<file path="config.mk">
export PLATFORM = sky130hd
export DESIGN_NAME = hazard_stall_unit_flat
export DESIGN_NICKNAME = d
export VERILOG_FILES = /design/src/rtl/hazard_stall_if.sv /design/src/rtl/hazard_stall_unit.sv /design/src/flat_wrapper.sv
export SDC_FILE = /design/constraint.sdc
export NUM_CORES = 1
export LEC_CHECK = 0
export ABC_AREA = 1
export BUFFER_PORTS_ARGS = -buffer_cell sky130_fd_sc_hd__buf_4
export CAP_MARGIN = 25
export CORE_MARGIN = 1.5
export CORE_UTILIZATION = 30
export CTS_CLUSTER_SIZE = 28
export DETAILED_ROUTE_END_ITERATION = 10
export GPL_TIMING_DRIVEN = 0
export SLEW_MARGIN = 20
export SYNTH_ARGS = -nofsm -noshare
export SYNTH_HDL_FRONTEND = slang
export SYNTH_SLANG_ARGS = --single-unit
export TNS_END_PERCENT = 100
</file>
<file path="constraint.sdc">
create_clock -name clk -period 3 [get_ports clk]
set_clock_uncertainty 0.15 [all_clocks]
set_input_delay 0.6 -clock clk [delete_from_list [all_inputs] [get_ports clk]]
set_output_delay 0.6 -clock clk [all_outputs]
set_load 0.02 [all_outputs]
</file>
<file path="src/rtl/hazard_stall_if.sv">
// Pipeline hazard-control bundle: ID/EX/MEM status in, stall/flush/bubble controls out.
interface hazard_stall_if #(
    parameter int unsigned CNT_W = 16
);
    logic [31:0]      IF_ID_instruction;
    logic             ID_EX_MemRead;
    logic             ID_EX_RegWrite;
    logic [4:0]       ID_EX_RegisterRd;
    logic             EX_MEM_MemRead;
    logic [4:0]       EX_MEM_RegisterRd;
    logic             ID_EX_MultiCycle;
    logic             BranchTaken;
    logic             Jump;

    logic             PCWrite;
    logic             IF_ID_Write;
    logic             IF_ID_Flush;
    logic             ID_EX_Bubble;
    logic             ID_EX_Write;
    logic             EX_MEM_Bubble;
    logic             Busy;
    logic [CNT_W-1:0] StallCount;

    modport master (
        output IF_ID_instruction, ID_EX_MemRead, ID_EX_RegWrite, ID_EX_RegisterRd,
               EX_MEM_MemRead, EX_MEM_RegisterRd, ID_EX_MultiCycle, BranchTaken, Jump,
        input  PCWrite, IF_ID_Write, IF_ID_Flush, ID_EX_Bubble, ID_EX_Write,
               EX_MEM_Bubble, Busy, StallCount
    );

    modport slave (
        input  IF_ID_instruction, ID_EX_MemRead, ID_EX_RegWrite, ID_EX_RegisterRd,
               EX_MEM_MemRead, EX_MEM_RegisterRd, ID_EX_MultiCycle, BranchTaken, Jump,
        output PCWrite, IF_ID_Write, IF_ID_Flush, ID_EX_Bubble, ID_EX_Write,
               EX_MEM_Bubble, Busy, StallCount
    );
endinterface

</file>
<file path="src/rtl/hazard_stall_unit.sv">
// Stall/flush controller for the 5-stage MIPS pipeline: load-use, branch-compare and
// multi-cycle EX hazards, taken-branch flush, and a saturating stall-cycle counter.
module hazard_stall_unit #(
    parameter int unsigned MD_LATENCY = 4,
    parameter int unsigned CNT_W      = 16
) (
    input  logic           clk,
    input  logic           rst,
    hazard_stall_if.slave  hif
);
    localparam int unsigned MdCntW = (MD_LATENCY > 2) ? $clog2(MD_LATENCY - 1) : 1;

    typedef enum logic [1:0] {
        ST_RUN  = 2'd0,
        ST_HOLD = 2'd1,
        ST_MDW  = 2'd2
    } state_e;

    state_e              state_q, state_d;
    logic [MdCntW-1:0]   cnt_q, cnt_d;
    logic                md_done_q, md_done_d;
    logic [CNT_W-1:0]    stall_cnt_q, stall_cnt_d;

    logic [5:0]  op;
    logic [4:0]  rs;
    logic [4:0]  rt;
    logic        rs_used;
    logic        rt_used;
    logic        is_br;
    logic        ex_match;
    logic        mem_match;
    logic        md_haz;
    logic        h1_haz;
    logic        h2_haz;
    logic [15:0] unused_instr_lo;

    logic pc_write;
    logic if_id_write;
    logic if_id_flush;
    logic id_ex_bubble;
    logic id_ex_write;
    logic ex_mem_bubble;

    // Source-register decode; $0 and unread fields can never match.
    assign op              = hif.IF_ID_instruction[31:26];
    assign rs              = hif.IF_ID_instruction[25:21];
    assign rt              = hif.IF_ID_instruction[20:16];
    assign unused_instr_lo = hif.IF_ID_instruction[15:0];

    assign rs_used = !((op == 6'h02) || (op == 6'h03));
    assign rt_used = (op == 6'h00) || (op == 6'h04) || (op == 6'h05) || (op == 6'h2B);
    assign is_br   = (op == 6'h04) || (op == 6'h05);

    assign ex_match  = (hif.ID_EX_RegisterRd != 5'd0) &&
                       ((rs_used && (hif.ID_EX_RegisterRd == rs)) ||
                        (rt_used && (hif.ID_EX_RegisterRd == rt)));
    assign mem_match = (hif.EX_MEM_RegisterRd != 5'd0) &&
                       ((rs_used && (hif.EX_MEM_RegisterRd == rs)) ||
                        (rt_used && (hif.EX_MEM_RegisterRd == rt)));

    assign md_haz = hif.ID_EX_MultiCycle && !md_done_q;
    assign h2_haz = is_br && hif.ID_EX_MemRead && ex_match;
    assign h1_haz = (!is_br && hif.ID_EX_MemRead && ex_match) ||
                    (is_br && hif.ID_EX_RegWrite && !hif.ID_EX_MemRead && ex_match) ||
                    (is_br && hif.EX_MEM_MemRead && mem_match);

    always_ff @(posedge clk) begin
        if (rst) begin
            state_q     <= ST_RUN;
            cnt_q       <= '0;
            md_done_q   <= 1'b0;
            stall_cnt_q <= '0;
        end else begin
            state_q     <= state_d;
            cnt_q       <= cnt_d;
            md_done_q   <= md_done_d;
            stall_cnt_q <= stall_cnt_d;
        end
    end

    // Next state and control outputs; decisions are combinational in the detection cycle.
    always_comb begin
        state_d       = state_q;
        cnt_d         = cnt_q;
        md_done_d     = 1'b0;
        pc_write      = 1'b1;
        if_id_write   = 1'b1;
        if_id_flush   = 1'b0;
        id_ex_bubble  = 1'b0;
        id_ex_write   = 1'b1;
        ex_mem_bubble = 1'b0;

        unique case (state_q)
            ST_RUN: begin
                if (md_haz) begin
                    pc_write      = 1'b0;
                    if_id_write   = 1'b0;
                    id_ex_write   = 1'b0;
                    ex_mem_bubble = 1'b1;
                    cnt_d         = MdCntW'(MD_LATENCY - 2);
                    state_d       = ST_MDW;
                end else if (h2_haz) begin
                    pc_write     = 1'b0;
                    if_id_write  = 1'b0;
                    id_ex_bubble = 1'b1;
                    state_d      = ST_HOLD;
                end else if (h1_haz) begin
                    pc_write     = 1'b0;
                    if_id_write  = 1'b0;
                    id_ex_bubble = 1'b1;
                end else begin
                    if_id_flush = hif.BranchTaken | hif.Jump;
                end
            end
            ST_HOLD: begin
                pc_write     = 1'b0;
                if_id_write  = 1'b0;
                id_ex_bubble = 1'b1;
                state_d      = ST_RUN;
            end
            ST_MDW: begin
                pc_write      = 1'b0;
                if_id_write   = 1'b0;
                id_ex_write   = 1'b0;
                ex_mem_bubble = 1'b1;
                if (cnt_q != '0) begin
                    cnt_d = cnt_q - MdCntW'(1);
                end else begin
                    state_d   = ST_RUN;
                    md_done_d = 1'b1;
                end
            end
            default: begin
                state_d = ST_RUN;
            end
        endcase

        // Reset overrides everything and aborts any HOLD/MDW in progress.
        if (rst) begin
            pc_write      = 1'b0;
            if_id_write   = 1'b0;
            id_ex_write   = 1'b0;
            if_id_flush   = 1'b1;
            id_ex_bubble  = 1'b1;
            ex_mem_bubble = 1'b1;
        end
    end

    always_comb begin
        stall_cnt_d = stall_cnt_q;
        if (!rst && !pc_write && (stall_cnt_q != '1)) begin
            stall_cnt_d = stall_cnt_q + CNT_W'(1);
        end
    end

    assign hif.PCWrite       = pc_write;
    assign hif.IF_ID_Write   = if_id_write;
    assign hif.IF_ID_Flush   = if_id_flush;
    assign hif.ID_EX_Bubble  = id_ex_bubble;
    assign hif.ID_EX_Write   = id_ex_write;
    assign hif.EX_MEM_Bubble = ex_mem_bubble;
    assign hif.Busy          = (state_q != ST_RUN);
    assign hif.StallCount    = stall_cnt_q;

endmodule
</file>
<file path="src/flat_wrapper.sv">
// flat-port wrapper written by rule: the top's interface ports become plain ports
module hazard_stall_unit_flat 
#(
    parameter int unsigned MD_LATENCY = 4,
    parameter int unsigned CNT_W      = 16
)
  (clk, rst, hif_IF_ID_instruction, hif_ID_EX_MemRead, hif_ID_EX_RegWrite, hif_ID_EX_RegisterRd, hif_EX_MEM_MemRead, hif_EX_MEM_RegisterRd, hif_ID_EX_MultiCycle, hif_BranchTaken, hif_Jump, hif_PCWrite, hif_IF_ID_Write, hif_IF_ID_Flush, hif_ID_EX_Bubble, hif_ID_EX_Write, hif_EX_MEM_Bubble, hif_Busy, hif_StallCount);
  hazard_stall_if #(.CNT_W(CNT_W)) hif_i ();
  input  logic clk;
  input  logic rst;
  input wire logic [$bits(hif_i.IF_ID_instruction)-1:0] hif_IF_ID_instruction;
  input wire logic [$bits(hif_i.ID_EX_MemRead)-1:0] hif_ID_EX_MemRead;
  input wire logic [$bits(hif_i.ID_EX_RegWrite)-1:0] hif_ID_EX_RegWrite;
  input wire logic [$bits(hif_i.ID_EX_RegisterRd)-1:0] hif_ID_EX_RegisterRd;
  input wire logic [$bits(hif_i.EX_MEM_MemRead)-1:0] hif_EX_MEM_MemRead;
  input wire logic [$bits(hif_i.EX_MEM_RegisterRd)-1:0] hif_EX_MEM_RegisterRd;
  input wire logic [$bits(hif_i.ID_EX_MultiCycle)-1:0] hif_ID_EX_MultiCycle;
  input wire logic [$bits(hif_i.BranchTaken)-1:0] hif_BranchTaken;
  input wire logic [$bits(hif_i.Jump)-1:0] hif_Jump;
  output wire logic [$bits(hif_i.PCWrite)-1:0] hif_PCWrite;
  output wire logic [$bits(hif_i.IF_ID_Write)-1:0] hif_IF_ID_Write;
  output wire logic [$bits(hif_i.IF_ID_Flush)-1:0] hif_IF_ID_Flush;
  output wire logic [$bits(hif_i.ID_EX_Bubble)-1:0] hif_ID_EX_Bubble;
  output wire logic [$bits(hif_i.ID_EX_Write)-1:0] hif_ID_EX_Write;
  output wire logic [$bits(hif_i.EX_MEM_Bubble)-1:0] hif_EX_MEM_Bubble;
  output wire logic [$bits(hif_i.Busy)-1:0] hif_Busy;
  output wire logic [$bits(hif_i.StallCount)-1:0] hif_StallCount;
  assign hif_i.IF_ID_instruction = hif_IF_ID_instruction;
  assign hif_i.ID_EX_MemRead = hif_ID_EX_MemRead;
  assign hif_i.ID_EX_RegWrite = hif_ID_EX_RegWrite;
  assign hif_i.ID_EX_RegisterRd = hif_ID_EX_RegisterRd;
  assign hif_i.EX_MEM_MemRead = hif_EX_MEM_MemRead;
  assign hif_i.EX_MEM_RegisterRd = hif_EX_MEM_RegisterRd;
  assign hif_i.ID_EX_MultiCycle = hif_ID_EX_MultiCycle;
  assign hif_i.BranchTaken = hif_BranchTaken;
  assign hif_i.Jump = hif_Jump;
  assign hif_PCWrite = hif_i.PCWrite;
  assign hif_IF_ID_Write = hif_i.IF_ID_Write;
  assign hif_IF_ID_Flush = hif_i.IF_ID_Flush;
  assign hif_ID_EX_Bubble = hif_i.ID_EX_Bubble;
  assign hif_ID_EX_Write = hif_i.ID_EX_Write;
  assign hif_EX_MEM_Bubble = hif_i.EX_MEM_Bubble;
  assign hif_Busy = hif_i.Busy;
  assign hif_StallCount = hif_i.StallCount;
  hazard_stall_unit #(.MD_LATENCY(MD_LATENCY), .CNT_W(CNT_W)) u_core (.clk(clk), .rst(rst), .hif(hif_i));
endmodule
</file>
=== After elaboration in Yosys (flattened, before gate mapping) ===
Cells that the tools add are included.

* Flip-flop bits (word level): 21
* Input port bits: 50
* Word-level logic and storage cells: 97
* Output and inout port bits: 23

* $add $sub $neg: 2
* Bitwise gates (word level): 2
* Equality and inequality tests: 16
* Reductions and logical operators: 44
* Muxes and demuxes: 29

{| class="wikitable"
|+ Operators with widths
! cell !! number
|-
| 5-bit == test || 4
|-
| 1-bit logical AND || 18
|-
| 1-bit two-way mux || 18
|-
| 16-bit by 1-bit adder with 16-bit output, second input constant || 1
|-
| 16-bit != test, second input constant || 1
|-
| 6-bit by 2-bit == test with 1-bit output, second input constant || 2
|-
| 6-bit by 3-bit == test with 1-bit output, second input constant || 2
|-
| 2-bit two-way mux || 5
|-
| 5-bit nonzero test || 2
|-
| 1-bit logical OR || 9
|-
| 1-bit case mux with 2 select lines || 4
|-
| 2-bit case mux with 2 select lines || 2
|-
| 6-bit == test, second input constant || 1
|-
| 1-bit logical NOT || 6
|-
| 6-bit logical NOT || 1
|-
| 2-bit nonzero test || 3
|-
| 2-bit by 1-bit != test with 1-bit output, second input constant || 2
|-
| 2-bit OR reduction || 2
|-
| 3-bit by 1-bit != test with 1-bit output, second input constant || 1
|-
| 3-bit AND reduction || 1
|-
| 2-bit by 1-bit == test with 1-bit output, second input constant || 1
|-
| 2-bit == test, second input constant || 1
|-
| 2-bit logical NOT || 1
|-
| 2-bit != test, second input constant || 1
|-
| 4 further kinds || 4
|}

=== Longest topological paths before layout ===
Gate-level depths: netlist of run 1.

* Depth in word-level cells: 18
* Mapped depth: 12
* Mapped depth without buffers: 12

=== Worst setup path before layout of run 1 ===
No wires, ideal clock.

* Path type: input-to-output
* From: in hif_IF_ID_instruction[28]
* To: out hif_PCWrite
* Buffers on the path: 2
* Setup slack: 0.119 ns
* Arrival time: 2.131 ns
* Required time: 2.250 ns
* Stages: 11
* Path through: nor2_1 -> nand2_1 -> nor2_1 -> nor2_1 -> nand2_1 -> nand2_1 -> nand3b_1 -> nand3_2 -> buf_2 -> a21oi_1 -> buf_4

* Word-level cells in the longest chain between the ends: 15
* Elaborated cells on any way between the ends: 37
* Classes of those cells: eq/ne: 5; mux: 5; reduce/logical: 27

{| class="wikitable"
|+ RTL lines
! element !! line !! source
|-
| start: declaration || flat_wrapper.sv:11 || <nowiki>input wire logic [$bits(hif_i.IF_ID_instruction)-1:0] hif_IF_ID_instruction;</nowiki>
|-
| 6-bit by 3-bit == test with 1-bit output / 6-bit logical NOT (equally long branches) || hazard_stall_unit.sv:51, hazard_stall_unit.sv:52 ||
|-
| 1-bit logical OR (3 in series) || hazard_stall_unit.sv:51 || <nowiki>assign rt_used = (op == 6'h00) || (op == 6'h04) || (op == 6'h05) || (op == 6'h2B);</nowiki>
|-
| 1-bit logical AND || hazard_stall_unit.sv:56 || <nowiki>(rt_used && (hif.ID_EX_RegisterRd == rt)));</nowiki>
|-
| 1-bit logical OR || hazard_stall_unit.sv:55 || <nowiki>((rs_used && (hif.ID_EX_RegisterRd == rs)) ||</nowiki>
|-
| 1-bit logical AND || hazard_stall_unit.sv:54 || <nowiki>assign ex_match = (hif.ID_EX_RegisterRd != 5'd0) &&</nowiki>
|-
| 1-bit logical AND, on equally long branches || hazard_stall_unit.sv:63, hazard_stall_unit.sv:64 ||
|-
| 1-bit logical OR || hazard_stall_unit.sv:63 || <nowiki>assign h1_haz = (!is_br && hif.ID_EX_MemRead && ex_match) ||</nowiki>
|-
| 1-bit logical OR || hazard_stall_unit.sv:64 || <nowiki>(is_br && hif.ID_EX_RegWrite && !hif.ID_EX_MemRead && ex_match) ||</nowiki>
|-
| 1-bit two-way mux || -- ||
|-
| 1-bit two-way mux (*) (2 in series) || -- ||
|-
| 1-bit case mux with 2 select lines (*) || -- ||
|-
| 1-bit two-way mux (*) || -- ||
|-
| end: declaration || flat_wrapper.sv:20 || <nowiki>output wire logic [$bits(hif_i.PCWrite)-1:0] hif_PCWrite;</nowiki>
|}

Mark *: on every way between the ends. The rest lies on a longest branch, timed or not.

=== Worst setup path after layout of run 1 ===
* From: reg u_core.state_q[0]
* To: out hif_PCWrite

* Word-level cells in the longest chain between the ends: 4
* Elaborated cells on any way between the ends: 6
* Classes of those cells: eq/ne: 2; mux: 2; reduce/logical: 2

{| class="wikitable"
|+ RTL lines
! element !! line !! source
|-
| start: declaration || hazard_stall_unit.sv:19 || <nowiki>state_e state_q, state_d;</nowiki>
|-
| start signal: assignment || hazard_stall_unit.sv:74 || <nowiki>state_q <= state_d;</nowiki>
|-
| 2-bit by 1-bit == test with 1-bit output / 2-bit == test (equally long branches) || hazard_stall_unit.sv:93 || <nowiki>unique case (state_q)</nowiki>
|-
| 2-bit OR reduction (no line) || -- ||
|-
| 1-bit case mux with 2 select lines (*) || hazard_stall_unit.sv:93 ||
|-
| 1-bit two-way mux (*) || hazard_stall_unit.sv:139 || <nowiki>if (rst) begin</nowiki>
|}

Marked as above.

==> flow_summary.yaml, run 1 <==
cts:
  cts_buffer_depth: 2
  cts.clk_slew.worst_paths_ns: 0.07
  clock-sinks: 21
  cts_tree: "yes"
  htree_levels: 1
  cts_root_buf: "clkbuf_8"
  numCtsBuffers: 3
  clk_latency_ns: 0.26
timing:
  setup_violations: 0
  fin_crit_ns: 2.840
  drv_slew: 0
  max_clock_freq_mhz: 352.1
  finalWorstSetupSlack_ns: 0.1598
  worst_slew_pin_slew_ns: 0.5567
  holdWs_ns: 0.3075
  rsz0062_at_grt: "no"
  min_period_over_period: 0.9467
  relSlewSlack: 0.6288
  hold_viol_final: 0
synthesis:
  ys_warn_count: 0
  ys_ff_latch: 21
  ys_top_cells_by_count: "nand2_1, nor2_1, inv_1"
  synth_cell_types: 30
  synth_area_um2: 1692
  ys_top_cells_by_area: "dfxtp_1, nand2_1, xor2_1"
  yosysTopAreaCellShare: 0.2485
  synth.most_common_cell: "nand2_1"
  yosysSeqAreaShare: 0.2485
  syn_area_per_cell_um2: 6.557
  yosys.area.top_type: "dfxtp_1"
  synth-edff-count: 0
  syn_nets: 313
  ys.flop_type: "dfxtp_1"
  synthCells: 258
  ys_async_sr_fraction: 0
setup_path:
  start_kind: "flip-flop"
  r2r_cells: 11
  slowest_delay_ns: 0.34
  endpoint: "hif_PCWrite"
  worstPathCellList: "inv_1, ha_1, or2_1, clkbuf_1, buf_2, a21oi_1, buf_4, buf_4"
  required_ns: 2.25
  path_depth: 8
  crit_arrival_ns: 2.09
  crit_buf_inv: 5
  critPathMostFrequentCell: "buf_4"
  r2r_slack_ns: 0.81
  crit_path_end_kind: "output port"
  cp_top_family: "buffers and inverters"
  r2r-start: "u_core.hif.StallCount[1]"
  crit_start: "u_core.state_q[0]"
  worst_path_max_delay_cell: "dfxtp_1"
  path_max_fanout: 10
  worst_r2r_endpoint: "u_core.hif.StallCount[3]"
  setup.worst_path.class: "reg2out"
worst_hold_path:
  hold_path.class: "reg2reg"
global_route:
  grt_max_degree: 19
  grt_remaining_overflow: 0
  grt_pass1_vias: 1763
  grt_pass1_wl_um: 7714
  antenna_found_initial: 0
  grt_usage: 0.1530
final_layout:
  diodes: 0
  area_delta_synth_final_pct: 34.84
  fin_cells: 393
  fin_util: 0.4168
  drive_above_1_share: 0.2368
  nNetsFinal: 377
  fillerInstances: 613
route:
  wire_per_inst_um: 11.39
  vias: 1820
  via_per_inst: 4.631
  drtPass1Iterations: 4
  postRouteWirelength_um: 4477
  final_antenna_net_count: 0
  remaining_drc_errors: 0
  drtIter0Drc: 65
power_and_ir_drop:
  ir_worst_vdd_v: 0.0001854
  pwr-share-comb: 0.315
  seqPwrFrac: 0.416
  p_switching_uw: 224.1
  power.internal_uw: 482.4
  clkPwrFrac: 0.269
  leakagePower_uw: 0.001001
  p_sw_frac: 0.3172
  power-per-cell-area_nw_per_um2: 309.7
die:
  core_um2: 5473
  fp-row-count: 27
  ios: 73
  die_x_um: 78.09
  start_util: 0.3091
  die_h_um: 78.09
  dieArea_um2: 6098
placement:
  dp_worst_setup_slack_ns: -0.08271
  place_inst: 385
  hpwl_um: 3518
  gp_congestion: 0.8282
  io_buffers: 55
status:
  status: "finished, final reports clean"
job:
  maxCapViolCount: 0
## flip-flops by register name, indices dropped and copies added (netlist names)
name                   cells
u_core.state_q             2
u_core.cnt_q               2
u_core.md_done_q           1
u_core.hif.StallCount     16
## metal layers
layer	GRT usage	vias up	wire (um)
met2	0.2461	39	2045
met5	0	-	0
met4	0.03393	0	35
met1	0.2070	807	2171
li1	-	969	-
met3	0.03721	5	224
## final cells by class
cell class	instances	area, um2	share of cell area
timing repair buffer	60	450.4	0.1975
inverter	26	97.59	0.04279
buffer	7	38.79	0.01700
tap	72	90.09	0.03950
sequential	21	420.4	0.1843
multi-input combinational	203	1139	0.4992
clock buffer	4	45.04	0.01975
## what timing repair did
| item | 4_1_cts | 5_1_grt |
|---|---|---|
| endpoints found under the setup margin | 2 | 2 |
| setup buffers | 0 | 5 |
| gates resized for setup | 1 | 3 |
| pin swaps | 0 | 1 |
| hold buffers | 0 | 0 |
## stage by stage
step	total power [uW]	TNS, ns	area [um2]
after CTS	701.8	0	2242
after floorplan	421.3	0	1692
after global placement	509.3	-0.06164	2195
after global routing	750.0	0	2281
final	706.5	0	2281
after detailed placement	512.0	-0.08271	2195
## cells in the final DEF, fill, tap and decap left out
| cell | instances |
|---|---|
| buf_4 | 61 |
| nand2_1 | 56 |
| nor2_1 | 34 |
| inv_1 | 23 |
| dfxtp_1 | 21 |
| nand3_1 | 18 |
| a21oi_1 | 18 |
| xor2_1 | 16 |
| xnor2_1 | 15 |
| nand4_1 | 15 |
| nor3_1 | 5 |
| clkbuf_1 | 5 |
| ha_1 | 5 |
| o21ai_0 | 4 |
| nor4_1 | 4 |
| clkbuf_8 | 3 |
| nand3_4 | 2 |
| inv_2 | 2 |
| o21ai_1 | 2 |
| a21oi_2 | 2 |
| nand3b_1 | 1 |
| or2_1 | 1 |
| buf_2 | 1 |
| clkinv_1 | 1 |
| nand4_2 | 1 |
| nor2_4 | 1 |
| nand2_2 | 1 |
| nor3_2 | 1 |
| buf_6 | 1 |
| and2_1 | 1 |
## power by group through the flow
| stage | Combinational, uW | Clock [uW] | Sequential, uW |
|---|---|---|---|
| finish | 223 | 190 | 294 |
| global route | 248 | 207 | 295 |
| CTS | 212 | 196 | 294 |
| detailed placement | 212 | 0 | 300 |
| global placement | 209 | 0 | 300 |
| floorplan | 118 | 0 | 303 |
## worst reg2reg max path, delay by kind of cell (launching register included)
kind	cells	cell delay, ns
AO/OA/AOI/OAI	1	0.06
flip-flops	1	0.42
buffers and inverters	3	0.46
AND/OR/NAND/NOR	6	0.72
adder cells (fa/ha/maj)	1	0.26
## worst min path at each step
stage          slack [ns]              end  depth (start not counted)            start
2_1_floorplan        0.28  u_core.cnt_q[0]                          1  u_core.cnt_q[0]
3_3_place_gp         0.29  u_core.cnt_q[0]                          1  u_core.cnt_q[0]
3_5_place_dp         0.30  u_core.cnt_q[0]                          1  u_core.cnt_q[0]
4_1_cts              0.31  u_core.cnt_q[0]                          1  u_core.cnt_q[0]
5_1_grt              0.33  u_core.cnt_q[0]                          1  u_core.cnt_q[0]
6_report             0.31  u_core.cnt_q[0]                          1  u_core.cnt_q[0]
## logic make-up after synthesis
logic type / after synthesis / synth area share
adders and majority gates: 5 / 0.03698
AOI/OAI and AO/OA: 26 / 0.08137
buffers and inverters: 34 / 0.08284
xor gates and xnor gates: 31 / 0.1605
and+or+nand+nor: 141 / 0.3898
DFF: 21 / 0.2485
No activity file was read; power rests on OpenSTA's default activity.
==> run 2: changes to the inputs <==
--- a/config.mk
+++ b/config.mk
@@ -10,6 +10,7 @@
 export CAP_MARGIN = 25
 export CORE_MARGIN = 1.5
 export CORE_UTILIZATION = 30
+export CTS_BUF_LIST = sky130_fd_sc_hd__clkbuf_4 sky130_fd_sc_hd__clkbuf_8 sky130_fd_sc_hd__clkbuf_16
 export CTS_CLUSTER_SIZE = 28
 export DETAILED_ROUTE_END_ITERATION = 10
 export GPL_TIMING_DRIVEN = 0
==> run 2 against run 1 <==
  * Die area did not move
  * Clock power is 5% higher
  * Cell area grew 0.16%
  * Largest cell class unchanged
  * Utilization is 0.069 points higher
  * Worst setup slack worse by 0.0053 ns
  * Fmax fell by 0.19%
  * Combinational power hardly changed
  * Final cell count stayed put
==> flow_summary.yaml, run 2 (synthesis results as in run 1) <==
placement:
  place_inst: 385
  io_buffers: 55
  gp_congestion: 0.8282
  hpwl_um: 3518
  place_area_um2: 2195
  dp_worst_setup_slack_ns: -0.08271
die:
  die_h_um: 78.09
  dieArea_um2: 6098
  fp-row-count: 27
  ios: 73
  start_util: 0.3091
  die_x_um: 78.09
  core_um2: 5473
route:
  via_per_inst: 4.623
  final_antenna_net_count: 0
  drtPass1Iterations: 4
  vias: 1817
  remaining_drc_errors: 0
  drtIter0Drc: 70
  postRouteWirelength_um: 4478
  wire_per_inst_um: 11.39
worst_hold_path:
  hold_path.class: "reg2reg"
final_layout:
  largest_reg_flops: 16
  fin_util: 0.4175
  final_cell_mix: "buf_4, nand2_1, nor2_1"
  nNetsFinal: 377
  final_common_cell: "buf_4"
  fin_cells: 393
  drive_above_1_share: 0.2399
  diodes: 0
  area_delta_synth_final_pct: 35.06
  final_area_um2: 2285
setup_path:
  slowest_delay_ns: 0.34
  required_ns: 2.25
  start_kind: "flip-flop"
  crit_start: "u_core.state_q[0]"
  r2r_slack_ns: 0.81
  worst_path_max_delay_cell: "dfxtp_1"
  path_max_fanout: 10
  worstPathCellList: "inv_1, ha_1, or2_1, clkbuf_1, buf_2, a21oi_1, buf_4, buf_4"
  critPathMostFrequentCell: "buf_4"
  worst_r2r_endpoint: "u_core.hif.StallCount[3]"
  crit_path_end_kind: "output port"
  endpoint: "hif_PCWrite"
  r2r_cells: 11
  setup.worst_path.class: "reg2out"
  crit_arrival_ns: 2.10
  r2r-start: "u_core.hif.StallCount[1]"
timing:
  finalWorstSetupSlack_ns: 0.1546
  min_period_over_period: 0.9485
  relSlewSlack: 0.6295
  drv_slew: 0
  rsz0062_at_grt: "no"
  hold_viol_final: 0
  setup_violations: 0
  fin_crit_ns: 2.845
  worst_slew_pin_slew_ns: 0.5557
  tns_ns: 0
  max_clock_freq_mhz: 351.4
cts:
  postCtsHoldBufs: 0
  cts.clk_slew.worst_paths_ns: 0.08
  clock-sinks: 21
  cts_buffer_depth: 2
  numCtsBuffers: 3
  htree_levels: 1
  cts_root_buf: "clkbuf_8"
  cts_tree: "yes"
  clk_latency_ns: 0.26
job:
  maxCapViolCount: 0
power_and_ir_drop:
  ir_worst_vdd_v: 0.0001855
  leakagePower_uw: 0.001005
  power-per-cell-area_nw_per_um2: 313.7
global_route:
  grt_remaining_overflow: 0
  antenna_found_initial: 0
  grt_max_degree: 19
  grt_pass1_wl_um: 7714
  grt_usage: 0.1530
  grt_pass1_vias: 1763
status:
  status: "finished, final reports clean"
[run 2: through the flow]
stage	hold WS [ns]	total power (uW)
floorplan	0.2762	421.3
global placement	0.2934	509.3
detailed placement	0.2962	512.0
CTS	0.3075	710.9
global route	0.3317	759.2
finish	0.3077	716.8
[run 2: worst max-delay path: cells and delay by family (launching register included)]
| kind | cells | cell delay, ns |
|---|---|---|
| compound gates | 1 | 0.21 |
| fa+ha+maj | 1 | 0.25 |
| buf+inv | 5 | 0.80 |
| simple gates | 1 | 0.23 |
| flops | 1 | 0.34 |
[run 2: power breakdown]
group          internal (uW)  leakage (uW)  switching, uW  total (uW)
sequential               287      0.000170           6.98         294
combinational            101      0.000808            122         223
clock                    104     0.0000262           96.5         200
total                    491       0.00100            225         717
[run 2: how the worst min path moves through the flow]
stage                    startpoint         endpoint  slack [ns]  cells past startpoint
finish              u_core.cnt_q[0]  u_core.cnt_q[0]        0.31                      1
global route        u_core.cnt_q[0]  u_core.cnt_q[0]        0.33                      1
CTS                 u_core.cnt_q[0]  u_core.cnt_q[0]        0.31                      1
detailed placement  u_core.cnt_q[0]  u_core.cnt_q[0]        0.30                      1
global placement    u_core.cnt_q[0]  u_core.cnt_q[0]        0.29                      1
floorplan           u_core.cnt_q[0]  u_core.cnt_q[0]        0.28                      1
[run 2: layout make-up]
class	count	area [um2]
clock buffers	4	48.80
inverters	26	97.59
fillers	611	3188
plain buffers	7	38.79
flip-flops and latches	21	420.4
well taps	72	90.09
repair buffers	60	450.4
multi-input cells	203	1139
[run 2: repair_timing]
action | CTS | global route
pin swaps | 0 | 1
resized for setup | 1 | 3
buffers inserted | 0 | 5
endpoints found under the setup margin | 2 | 2
[run 2: per-layer routing]
layer | wire (um) | global-route usage | share of wire
met1 | 2160 | 0.2070 | 0.48
met3 | 224 | 0.03721 | 0.050
met4 | 35 | 0.03393 | 0.0078
met2 | 2057 | 0.2461 | 0.46
met5 | 0 | 0 | 0
==> run 3: changes to the inputs <==
--- a/config.mk
+++ b/config.mk
@@ -6,13 +6,13 @@
 export NUM_CORES = 1
 export LEC_CHECK = 0
 export ABC_AREA = 1
-export BUFFER_PORTS_ARGS = -buffer_cell sky130_fd_sc_hd__buf_4
 export CAP_MARGIN = 25
 export CORE_MARGIN = 1.5
 export CORE_UTILIZATION = 30
 export CTS_BUF_LIST = sky130_fd_sc_hd__clkbuf_4 sky130_fd_sc_hd__clkbuf_8 sky130_fd_sc_hd__clkbuf_16
 export CTS_CLUSTER_SIZE = 28
 export DETAILED_ROUTE_END_ITERATION = 10
+export DONT_BUFFER_PORTS = 1
 export GPL_TIMING_DRIVEN = 0
 export SLEW_MARGIN = 20
 export SYNTH_ARGS = -nofsm -noshare
==> run 3 against run 2 <==
  * Global-route usage down 0.67 points
  * Flip-flop and latch count unchanged
  * Clock-buffer cell count unchanged
  * Routed wire length down 5.8%
  * Worst setup slack got worse by 0.0026 ns
  * Utilization down 7.8 points
  * Fmax hardly changed
  * Cell area shrank 19%
  * Final cell count is 15% lower
==> flow_summary.yaml, run 3 (synthesis results as in run 1) <==
power_and_ir_drop:
  ir_worst_vdd_v: 0.0001868
  power.internal_uw: 444.5
  p_sw_frac: 0.3159
  clkPwrFrac: 0.308
  pwr-share-comb: 0.233
  leakagePower_uw: 0.0007122
  seqPwrFrac: 0.459
  p_switching_uw: 205.3
  power-per-cell-area_nw_per_um2: 349.7
global_route:
  grt_pass1_wl_um: 7245
  grt_pass1_vias: 1621
  antenna_found_initial: 0
  grt_usage: 0.1463
  grt_max_degree: 12
  grt_remaining_overflow: 0
setup_path:
  worst_path_max_delay_cell: "dfxtp_1"
  cp_top_family: "buffers and inverters"
  worstPathCellList: "inv_1, ha_1, inv_1, nor2_4, nand3_4, buf_2, a21oi_4, buf_4"
  slowest_delay_ns: 0.32
  setup.worst_path.class: "reg2out"
  critPathMostFrequentCell: "inv_1"
  required_ns: 2.25
  crit_buf_inv: 4
  path_max_fanout: 10
  crit_arrival_ns: 2.10
  crit_path_end_kind: "output port"
  start_kind: "flip-flop"
final_layout:
  final_area_um2: 1858
  drive_above_1_share: 0.07634
  diodes: 0
  nNetsFinal: 318
  final_cell_mix: "nand2_1, nor2_1, inv_1"
  largest_reg_flops: 16
  fin_cells: 334
  final_common_cell: "nand2_1"
  fillerInstances: 599
  area_delta_synth_final_pct: 9.837
die:
  fp-row-count: 27
  die_h_um: 78.09
  dieArea_um2: 6098
  die_x_um: 78.09
  ios: 73
  core_um2: 5473
  start_util: 0.3091
route:
  drtPass1Iterations: 4
  via_per_inst: 4.925
  wire_per_inst_um: 12.63
  vias: 1645
  remaining_drc_errors: 0
  drtIter0Drc: 108
  postRouteWirelength_um: 4217
  final_antenna_net_count: 0
cts:
  numCtsBuffers: 3
  cts_tree: "yes"
  htree_levels: 1
  cts_root_buf: "clkbuf_8"
  cts.clk_slew.worst_paths_ns: 0.08
  clock-sinks: 21
  clk_latency_ns: 0.26
  cts_buffer_depth: 2
placement:
  place_inst: 330
  io_buffers: 0
  hpwl_um: 3343
  gp_congestion: 0.8609
  place_area_um2: 1782
timing:
  rsz0062_at_grt: "no"
  hold_viol_final: 0
  min_period_over_period: 0.9494
  fin_crit_ns: 2.848
  relSlewSlack: 0.5818
  setup_violations: 0
  drv_slew: 0
  worst_slew_pin_slew_ns: 0.6272
  max_clock_freq_mhz: 351.1
status:
  status: "finished, final reports clean"
worst_hold_path:
  hold_path.class: "reg2reg"
job:
  maxCapViolCount: 0
-- run 3: what timing repair did --
item	in CTS	in global routing
gates resized for setup	3	5
setup buffers	0	0
endpoints found under the setup margin	2	2
hold buffers	0	0
cloned	0	0
-- run 3: per-stage QoR --
stage	hold WS, ns	setup slack [ns]	power, uW	setup TNS, ns	util
global route	0.3418	0.01717	686.4	0	0.3395
floorplan	0.2762	0.1195	421.3	0	-
global placement	0.2966	-0.1395	448.1	-0.1395	0.3256
detailed placement	0.3140	-0.1439	449.6	-0.1439	0.3256
finish	0.3225	0.1519	649.7	0	0.3395
CTS	0.3274	0.03774	650.5	0	0.3379
-- run 3: cell type report --
type / count / area, um2 / share of cell area
plain buffers: 8 / 43.79 / 0.02357
well taps: 72 / 90.09 / 0.04848
inverters: 26 / 97.59 / 0.05253
clock buffers: 4 / 48.80 / 0.02626
multi-input cells: 203 / 1157 / 0.6229
flip-flops and latches: 21 / 420.4 / 0.2263
-- run 3: path summary, 6_finish.rpt --
kind	startpoint	to	slack, ns	depth (start not counted)
min reg2reg	u_core.cnt_q[0]	u_core.cnt_q[0]	0.32	1
max reg2reg	u_core.hif.StallCount[1]	u_core.hif.StallCount[3]	0.66	11
max	u_core.state_q[0]	hif_PCWrite	0.15	8
min	u_core.cnt_q[0]	u_core.cnt_q[0]	0.32	1
-- run 3: worst reg2reg max path, stage by stage, from the launching register on --
cell and delay [ns]:
dfxtp_1 0.52, ha_1 0.29, clkinv_1 0.15, nor2_4 0.19
nand2_2 0.08, nor3_2 0.11, nand2_1 0.08, nand2_1 0.08
inv_2 0.07, clkbuf_1 0.24, nand4_1 0.20, a21oi_2 0.06
-- run 3: layer usage --
layer  GRT usage  vias to the layer above  share of wire
li1            -                      856              -
met1      0.1896                      737           0.47
met2      0.2348                       46           0.45
met3     0.04767                        6          0.067
met4     0.03571                        0          0.011
met5           0                        -              0
-- run 3: power groups by stage --
stage,logic [uW],registers [uW],clock network (uW)
finish,151,298,200
detailed placement,145,305,0
CTS,150,298,202
global route,173,300,214
global placement,143,305,0
floorplan,118,303,0
